`src/rtl/r4_out_reorder_pkg.sv`:
```
// Shared constants and types for the radix-4 FFT32 output reorder stage.
package r4_out_reorder_pkg;

    localparam int NB    = 16;
    localparam int N     = 32;
    localparam int LANES = 4;
    localparam int BEATS = N / LANES;
    localparam int AW    = $clog2(N);
    localparam int BW    = $clog2(BEATS);

    typedef enum logic [1:0] {
        BK_FREE,
        BK_FILLING,
        BK_FULL,
        BK_READING
    } bank_st_e;

    typedef enum logic {
        RD_IDLE,
        RD_DRAIN
    } rd_st_e;

    // Lane l of beat b holds FFT bin l*BEATS + b.
    function automatic logic [AW-1:0] bin_addr(input int lane, input logic [BW-1:0] beat);
        return AW'(lane * BEATS) + AW'(beat);
    endfunction

endpackage

```
`src/rtl/r4_bank_ram.sv`:
```
// One reorder bank: 32 complex words, written 4 lanes per beat, read one bin per cycle
// through a registered output.
module r4_bank_ram
    import r4_out_reorder_pkg::*;
(
    input  logic                i_clk,
    input  logic                i_we,
    input  logic [BW-1:0]       i_wbeat,
    input  logic [NB*LANES-1:0] i_wdr,
    input  logic [NB*LANES-1:0] i_wdi,
    input  logic                i_re,
    input  logic [AW-1:0]       i_raddr,
    output logic [NB-1:0]       o_rdr,
    output logic [NB-1:0]       o_rdi
);

    logic [2*NB-1:0] r_mem [N];
    logic [2*NB-1:0] r_q;

    always_ff @(posedge i_clk) begin
        if (i_we) begin
            for (int l = 0; l < LANES; l++) begin
                r_mem[bin_addr(l, i_wbeat)] <= {i_wdr[NB*l +: NB], i_wdi[NB*l +: NB]};
            end
        end
        if (i_re) begin
            r_q <= r_mem[i_raddr];
        end
    end

    assign o_rdr = r_q[2*NB-1:NB];
    assign o_rdi = r_q[NB-1:0];

endmodule

```
`src/rtl/r4_out_reorder.sv`:
```
// FFT32 output stage: captures 8x4-lane frames into ping-pong banks and drains
// them serially in natural bin order.
//   state    | meaning
//   RD_IDLE  | no bank being read, outputs idle at 0
//   RD_DRAIN | reading bins 0..31 of r_rd_bank, one per cycle
module r4_out_reorder
    import r4_out_reorder_pkg::*;
(
    input  logic                CLK,
    input  logic                RST,
    input  logic                START,
    input  logic [NB*LANES-1:0] DR,
    input  logic [NB*LANES-1:0] DI,
    output logic [NB-1:0]       OR,
    output logic [NB-1:0]       OI,
    output logic                RDY,
    output logic                OVLD,
    output logic                OVF
);

    bank_st_e        r_bank_st [2];
    logic            r_wr_bank;
    logic [BW-1:0]   r_beat;
    logic            r_cap_active;
    rd_st_e          r_rd_state;
    logic            r_rd_bank;
    logic [AW-1:0]   r_rd_addr;
    logic            r_out_bank;
    logic            r_ovld;
    logic            r_rdy;
    logic            r_ovf;

    bank_st_e        w_st_nxt [2];
    logic [1:0]      w_freeing;
    logic [1:0]      w_free_now;
    logic [1:0]      w_full_now;
    logic            w_last_rd;
    logic            w_restart;
    logic            w_new_start;
    logic            w_new_bank;
    logic            w_cap_start;
    logic            w_drop;
    logic            w_wr_bank;
    logic            w_we;
    logic [BW-1:0]   w_wbeat;
    logic            w_complete;
    logic            w_rd_go;
    logic            w_rd_bank;
    logic [NB-1:0]   w_rdr0, w_rdi0, w_rdr1, w_rdi1;

    // A bank being freed or completed this cycle counts as free/full already, so
    // coincident events neither drop a frame nor insert a read bubble.
    always_comb begin
        w_last_rd = (r_rd_state == RD_DRAIN) && (r_rd_addr == AW'(N - 1));
        w_freeing  = '0;
        w_free_now = '0;
        for (int i = 0; i < 2; i++) begin
            w_freeing[i]  = w_last_rd && (r_rd_bank == 1'(i));
            w_free_now[i] = (r_bank_st[i] == BK_FREE) || w_freeing[i];
        end

        w_restart   = START && r_cap_active;
        w_new_start = START && !r_cap_active && (|w_free_now);
        w_drop      = START && !r_cap_active && !(|w_free_now);
        w_new_bank  = w_free_now[r_wr_bank] ? r_wr_bank : ~r_wr_bank;
        w_cap_start = w_restart || w_new_start;
        w_wr_bank   = w_new_start ? w_new_bank : r_wr_bank;
        w_we        = w_cap_start || r_cap_active;
        w_wbeat     = START ? '0 : r_beat;
        w_complete  = r_cap_active && !START && (r_beat == BW'(BEATS - 1));

        w_full_now = '0;
        for (int i = 0; i < 2; i++) begin
            w_full_now[i] = (r_bank_st[i] == BK_FULL) || (w_complete && (r_wr_bank == 1'(i)));
        end

        w_rd_go   = 1'b0;
        w_rd_bank = r_rd_bank;
        if (r_rd_state == RD_IDLE) begin
            w_rd_go   = |w_full_now;
            w_rd_bank = w_full_now[0] ? 1'b0 : 1'b1;
        end else if (w_last_rd) begin
            w_rd_go   = w_full_now[~r_rd_bank];
            w_rd_bank = ~r_rd_bank;
        end

        for (int i = 0; i < 2; i++) begin
            w_st_nxt[i] = r_bank_st[i];
            if (w_freeing[i]) begin
                w_st_nxt[i] = BK_FREE;
            end
            if (w_complete && (r_wr_bank == 1'(i))) begin
                w_st_nxt[i] = BK_FULL;
            end
            if (w_rd_go && (w_rd_bank == 1'(i))) begin
                w_st_nxt[i] = BK_READING;
            end
            if (w_cap_start && (w_wr_bank == 1'(i))) begin
                w_st_nxt[i] = BK_FILLING;
            end
        end
    end

    always_ff @(posedge CLK or negedge RST) begin
        if (!RST) begin
            r_bank_st[0] <= BK_FREE;
            r_bank_st[1] <= BK_FREE;
            r_wr_bank    <= 1'b0;
            r_beat       <= '0;
            r_cap_active <= 1'b0;
            r_rd_state   <= RD_IDLE;
            r_rd_bank    <= 1'b0;
            r_rd_addr    <= '0;
            r_out_bank   <= 1'b0;
            r_ovld       <= 1'b0;
            r_rdy        <= 1'b0;
            r_ovf        <= 1'b0;
        end else begin
            r_bank_st[0] <= w_st_nxt[0];
            r_bank_st[1] <= w_st_nxt[1];

            if (w_cap_start) begin
                r_cap_active <= 1'b1;
                r_beat       <= BW'(1);
            end else if (r_cap_active) begin
                r_beat <= r_beat + BW'(1);
                if (r_beat == BW'(BEATS - 1)) begin
                    r_cap_active <= 1'b0;
                end
            end

            if (w_new_start) begin
                r_wr_bank <= w_new_bank;
            end else if (w_complete && w_free_now[~r_wr_bank]) begin
                r_wr_bank <= ~r_wr_bank;
            end

            if (w_drop) begin
                r_ovf <= 1'b1;
            end

            if (w_rd_go) begin
                r_rd_state <= RD_DRAIN;
                r_rd_bank  <= w_rd_bank;
                r_rd_addr  <= '0;
            end else if (r_rd_state == RD_DRAIN) begin
                r_rd_addr <= r_rd_addr + AW'(1);
                if (w_last_rd) begin
                    r_rd_state <= RD_IDLE;
                end
            end

            r_out_bank <= r_rd_bank;
            r_ovld     <= (r_rd_state == RD_DRAIN);
            r_rdy      <= (r_rd_state == RD_DRAIN) && (r_rd_addr == '0);
        end
    end

    r4_bank_ram u_bank0 (
        .i_clk   (CLK),
        .i_we    (w_we && !w_wr_bank),
        .i_wbeat (w_wbeat),
        .i_wdr   (DR),
        .i_wdi   (DI),
        .i_re    ((r_rd_state == RD_DRAIN) && !r_rd_bank),
        .i_raddr (r_rd_addr),
        .o_rdr   (w_rdr0),
        .o_rdi   (w_rdi0)
    );

    r4_bank_ram u_bank1 (
        .i_clk   (CLK),
        .i_we    (w_we && w_wr_bank),
        .i_wbeat (w_wbeat),
        .i_wdr   (DR),
        .i_wdi   (DI),
        .i_re    ((r_rd_state == RD_DRAIN) && r_rd_bank),
        .i_raddr (r_rd_addr),
        .o_rdr   (w_rdr1),
        .o_rdi   (w_rdi1)
    );

    assign OR   = r_ovld ? (r_out_bank ? w_rdr1 : w_rdr0) : '0;
    assign OI   = r_ovld ? (r_out_bank ? w_rdi1 : w_rdi0) : '0;
    assign RDY  = r_rdy;
    assign OVLD = r_ovld;
    assign OVF  = r_ovf;

endmodule

```
`config.mk`:
```
export PLATFORM = sky130hd
export DESIGN_NAME = r4_out_reorder
export DESIGN_NICKNAME = d
export VERILOG_FILES = /design/src/rtl/r4_out_reorder_pkg.sv /design/src/rtl/r4_bank_ram.sv /design/src/rtl/r4_out_reorder.sv
export SDC_FILE = /design/constraint.sdc
export NUM_CORES = 2
export LEC_CHECK = 0
export CORE_MARGIN = 1.5
export CORE_UTILIZATION = 45
export DETAILED_ROUTE_END_ITERATION = 16
export GPL_TIMING_DRIVEN = 0
export PLACE_DENSITY = 0.63
export SYNTH_ARGS = -nofsm -noshare
export SYNTH_HDL_FRONTEND = slang
export SYNTH_HIERARCHICAL = 1
export SYNTH_SLANG_ARGS = --single-unit
```
`constraint.sdc`:
```
create_clock -name CLK -period 21.5 [get_ports CLK]
set_input_delay 5.375 -clock CLK [delete_from_list [all_inputs] [get_ports CLK]]
set_output_delay 5.375 -clock CLK [all_outputs]
set_load 0.03 [all_outputs]
```
Yosys cells after proc, flatten, opt, wreduce, memory -nomap -nowiden
Memory sizes are Yosys's and may differ from the RTL's. A register that Yosys moved wholly into a read port is not among the register bits.
Cells that the tools add are included.
{"block": "word_totals", "regBits": 20, "ramBits": 2048, "in_bits": 131, "output_inout_bits": 35, "wordCells": 114, "n_memories": 2}
{"block": "classes", "addsub": 5, "order_cmp": 3, "eq_ne": 4, "n_mux": 42, "bitwise_logic": 4, "reduce_logical": 42}
{"name": "u_bank0.r_mem", "depth": 32, "width": 32, "read_ports": 1, "rd_ports_with_merged_regs": 1, "wr": 4, "line": "r4_bank_ram.sv:17", "source": "logic [2*NB-1:0] r_mem [N];"}
{"name": "u_bank1.r_mem", "depth": 32, "width": 32, "read_ports": 1, "rd_ports_with_merged_regs": 1, "wr": 4, "line": "r4_bank_ram.sv:17"}
{"cell": "$mux 16", "count": 4}
{"cell": "$mux 1", "count": 25}
{"cell": "$logic_and 1x1->1", "count": 21}
{"cell": "$mux 2", "count": 8}
{"cell": "$mux 5", "count": 2}
{"cell": "$mux 3", "count": 3}
{"cell": "$reduce_bool 4->1", "count": 2}
{"cell": "$logic_or 1x1->1", "count": 6}
{"cell": "$lt 1x2->1 const B", "count": 3}
{"cell": "$reduce_bool 2->1", "count": 3}
{"cell": "$add 4x3->5 const A", "count": 1}
{"cell": "$add 4x4->5 const A", "count": 1}
{"cell": "$add 5x1->5 const B", "count": 1}
{"cell": "$add 5x3->5 const A", "count": 1}
{"cell": "$eq 5x5->1 const B", "count": 1}
{"cell": "$logic_not 1->1", "count": 5}
{"cell": "$logic_not 5->1", "count": 1}
{"cell": "$eq 2x2->1 const B", "count": 2}
{"cell": "$logic_not 2->1", "count": 2}
{"cell": "$not 1->1", "count": 4}
{"cell": "$reduce_or 2->1", "count": 2}
{"cell": "$add 3x1->3 const B", "count": 1}
{"cell": "$eq 3x3->1 const B", "count": 1}

Logic depth before layout (Yosys ltp)
{"block": "depth", "depth_word": 12, "mapped_depth": 12, "mapped_depth_nobuf": 12}

Cells and area by module
The synthesis kept the hierarchy.
{"mod": "r4_bank_ram", "n_inst": 2, "cells_each": 2227, "area_each_um2": 40654.0, "seq_area_each_um2": 31710.4}
{"mod": "r4_out_reorder", "n_inst": 1, "cells_each": 208, "area_each_um2": 1818.0, "seq_area_each_um2": 500.5}

Least setup slack after synthesis
Ideal clock, no wire load.
{"block": "synth_path", "kind": "input -> register", "startpoint": "input START", "endpoint": "memory u_bank0/r_mem[17][0] (netlist name) (enable)", "setup_time_ps": 772, "arrival_time_ps": 14508, "slack_ps": 6220, "stages": 4, "cell_sequence": "buf_4 > nor2b_1 > nand2_1 > nor3_1"}
{"element": "start, declared", "line": "r4_out_reorder.sv:11", "source": "input logic START,"}
{"element": "end, declared", "line": "r4_bank_ram.sv:17"}

Worst setup path in the final report
{"block": "layout_path", "startpoint": "register r_out_bank", "endpoint": "output OI[11]"}
{"block": "layout_via", "elab_chain_cells": 2}
{"element": "start, declared", "line": "r4_out_reorder.sv:28", "source": "logic r_out_bank;"}
{"element": "start signal, assigned", "line": "r4_out_reorder.sv:153", "source": "r_out_bank <= r_rd_bank;"}
{"element": "$mux 16 (2 in series)", "line": "r4_out_reorder.sv:184", "source": "assign OI = r_ovld ? (r_out_bank ? w_rdi1 : w_rdi0) : '0;"}
{"element": "end, declared", "line": "r4_out_reorder.sv:15", "source": "output logic [NB-1:0] OI,"}
Every way passes these cells.

==> impl_summary.md <==
Cells and area
In the final design database the tool counted 5312 nets. In the layout the commonest cells are edfxtp_1 (2112), mux2i_1 (1057), clkbuf_16 (209), nand2_1 (208), a21oi_1 (201). The final cell utilization of the core is 52.75%.

The most common library cell in the layout ignoring fill and taps is edfxtp_1. The layout-stage area growth over the synthesis result is 16.31%. The footprint of the flip-flops and latches is 63920 µm².

The proportion of layout cells with a drive suffix above 1 is 10.96%. The multi-input combinational cells in the finished layout cover a total of 17710 µm². The post-route standard cell area excluding fillers is 96690 µm².

The layout has 14490 filler cells. The count of cells in the finished layout, fillers not included, comes to 7802.

Flow run
The tool flagged a number of max-cap violations equal to 0.

Route
The routed layout has 45512 vias. The via count normalized by instance count is 5.833. The met3 wirelength from detailed routing is 18.19 mm. The mean routed wirelength per cell is 29.81 µm. The number of violations reported at the end of detailed-routing iteration 0 is 5254.

The routed design has 232.6 mm of wire. In the final routing, the length of wire on met1 measures 92.10 mm. After detailed routing, no signal wire sits above met5.

The detailed route wirelength on metal2 is 114.8 mm. The residual antenna-violating net count after detailed routing is 0. The DRC violations left is 0. The number of iterations in the first detailed-routing pass is 6.

CTS
The post-CTS setup-driven buffer insertion count is 0. The CTS buffer count is 208. The clock passes through at most 3 buffers. The clock tree from TritonCTS is yes. The cell sitting at the root of the clock tree is a clkbuf_16. The clock latency reported for the late side of the worst-skew pair is 870 ps. The number of H-tree levels is 4. The post-CTS resize count is 0.

The number of hold-repair buffers added at the cts stage is 0. Clock-pin slew was measured on the worst setup and hold paths at 60 ps. The clock sink count is 2132.

Global routing
The first global-routing pass estimated 325.1 mm of wire. The via count of the first global-routing pass was 44330. The global-route total usage across every layer is 24.58%.

The residual overflow from global routing is 0. Entering global routing, the biggest net connects 28 pins. The number of antenna violations at the first check in global routing was 31.

Floorplanning
The count of pins on the block boundary is 166. The core area is 183300 µm². In this run the core area contains 157 standard-cell rows. The initial cell density of the core is 45.36%. The floorplan die area is 187300 µm².

Measured along the y axis, the die boundary spans 432.8 µm. The die width is 432.8 µm.

STA
Setup repair after global routing left no endpoint under its margin. Across the routed clock network, the largest skew measured is 40.44 ps. Setup violations remaining at the end of the flow were counted as 0. The final count of hold timing violations is 0. The setup TNS is 0 ps. The transition time at the pin with the least slew margin is 1274 ps. For the finished layout, the period the worst path requires is 9172 ps. The final number of max-transition violations is 0.

The fmax is 0.1090 GHz. The worst pin sits at a relative slew slack of 15.06%. The worst path uses 42.66% of the clock period.

Setup path
For the worst setup path, the data required time is 16120 ps. The capture point of the worst reg-to-reg path is u_bank1/r_mem[24][21]. Data on the critical path arrives at its endpoint at 3800 ps.

The worst setup path is captured at a primary output. The critical path class is reg -> out. The setup slack of the worst register-to-register path is 16110 ps. The worst reg2reg path depth is 20. The element type at the critical path start is a register. Of all nets on the critical path, the largest fanout is 10. In this run the critical register-to-register path is launched from r_rd_addr[0].

Run status
The run finished with clean final reports.

Synthesis
Summed over its instances, the top area cell type makes up 76.29% of the synthesized netlist area. After synthesis the cells add up to 83130 µm². The average instance in the mapped netlist occupies 17.83 µm². The most frequently used flop master after synthesis is edfxtp_1.

The synthesized design spends more area on one cell type than any other, namely edfxtp_1. Yosys mapped the design onto 53 distinct sky130hd cell types. The part of the Yosys area used for sequential elements is 76.90%. The number of enable flip-flop cells after synthesis is 2112.

The count of mapped cells out of synthesis is 4662. The number of nets handed over by synthesis was 4800. The number of synthesized register bits is 2132. The Yosys step of the flow raised 6 warnings. After synthesis, the cell types taking the most area are edfxtp_1 (76%), mux2i_1 (13%), a22oi_1 (1.7%), a22o_1 (1.3%), a21oi_1 (1.2%).

The fraction of registers with async set or reset after synthesis is 0.9381%.

Hold path
The startpoint identified for the worst hold timing path is r_rd_state. The end point of the worst hold path is OVLD. In this run the worst hold path is classified as reg -> reg.

The worst hold path passes through 0 cells.

Placed design
In this run, placement finished with an instance count of 7428. Port buffering added 165 buffers. The post-detailed-placement half-perimeter wirelength is 157.0 mm. The routability-driven placement congestion ratio is 0.8030. In this run the cell area measured after placement is 90270 µm².

Power
After layout, the design draws a total of 0.01270 W. In this run, the combinational gates consume 32.1% of the power. The power density over the cells is 131.3 nW/µm². The maximum vdd drop is 0.09277 mV. The fraction of power spent switching nets is 34.56%.

The relative contribution of sequential cells to total power is 40.7%. The cell internal power dissipation is 0.008309 W. The leakage dissipation is 34.09 nW. The clock power share is 27.2%. The switching power total is 0.004387 W.
==> registers in the layout (all words and copies together), names as in the netlist <==
register	count
u_bank0/r_q	32
r_bank_st	4
u_bank1/r_q	32
RDY	1
OVF	1
r_beat	3
r_rd_state	1
u_bank0/r_mem	1024
r_cap_active	1
OVLD	1
u_bank1/r_mem	1024
r_rd_addr	5
r_rd_bank	1
r_wr_bank	1
r_out_bank	1
==> area by class of cell <==
type | count | share of cell area [%]
multi-input cells | 2253 | 18.32
diodes | 10 | 0.02588
clock inverters | 100 | 0.9654
plain buffers | 265 | 1.620
clock buffers | 264 | 5.643
flip-flops and latches | 2132 | 66.11
repair buffers | 302 | 4.080
well taps | 2464 | 3.189
inverters | 12 | 0.04659
==> worst max-delay path by stage <==
stage                                  to        from  slack [ps]
finish                             OI[11]  r_out_bank       12330
global route                       OI[11]  r_out_bank       12330
CTS                                OI[11]  r_out_bank       12270
detailed placement  u_bank1/r_mem[24][19]       START       12320
global placement     u_bank0/r_mem[9][23]       START       -4290
floorplan            u_bank0/r_mem[17][0]       START        6220
==> cell families (layout without fill, tap and decap cells) <==
logic type | count (synthesis) | in the layout | share of synthesized area (%)
compound gates | 618 | 618 | 5.065
fa+ha+maj | 7 | 7 | 0.1054
buf+inv | 277 | 943 | 1.939
flops | 2132 | 2132 | 76.90
mux | 1057 | 1057 | 12.73
other cells | 0 | 10 | 0
simple gates | 571 | 571 | 3.266
==> through the flow <==
step           hold slack [ps]  setup WS (ps)
2_1_floorplan            365.0           6220
3_3_place_gp             375.9          -4290
3_5_place_dp             397.3          12320
4_1_cts                  410.9          12270
5_1_grt                  428.9          12330
6_report                 403.0          12330
==> power groups by stage <==
| stage | sequential [W] | clock (W) | combinational, W |
|---|---|---|---|
| after floorplan | 0.00535 | 0 | 0.00222 |
| after global placement | 0.00552 | 0 | 0.00381 |
| after detailed placement | 0.00526 | 0 | 0.00401 |
| after CTS | 0.00517 | 0.00350 | 0.00402 |
| after global routing | 0.00520 | 0.00366 | 0.00419 |
| final | 0.00517 | 0.00346 | 0.00407 |
==> critical path, stage by stage (launching register included) <==
cell             delay, ps
dfrtp_1                320
clkbuf_1               570
buf_2                  580
mux2i_1                160
nor2b_1                500
clkdlybuf4s50_1        780
==> cells in the mapped netlist (all sizes together) (4+ instances only) <==
cell	n
a22oi	193
edfxtp	2112
nand2b	13
and2	4
clkbuf	95
nand2	208
o21ai	10
a21oi	201
dfrtp	20
nand3	197
mux2i	1057
inv	12
ha	7
buf	170
nor2	21
nor2b	40
a22o	128
nor3	71
a31oi	66
==> layer usage <==
metal	up-vias	global-route usage, %
met5	-	0
met4	14	8.693
li1	19584	-
met3	404	4.794
met2	1938	41.06
met1	23572	32.01
(Power assumes the default switching activity.)
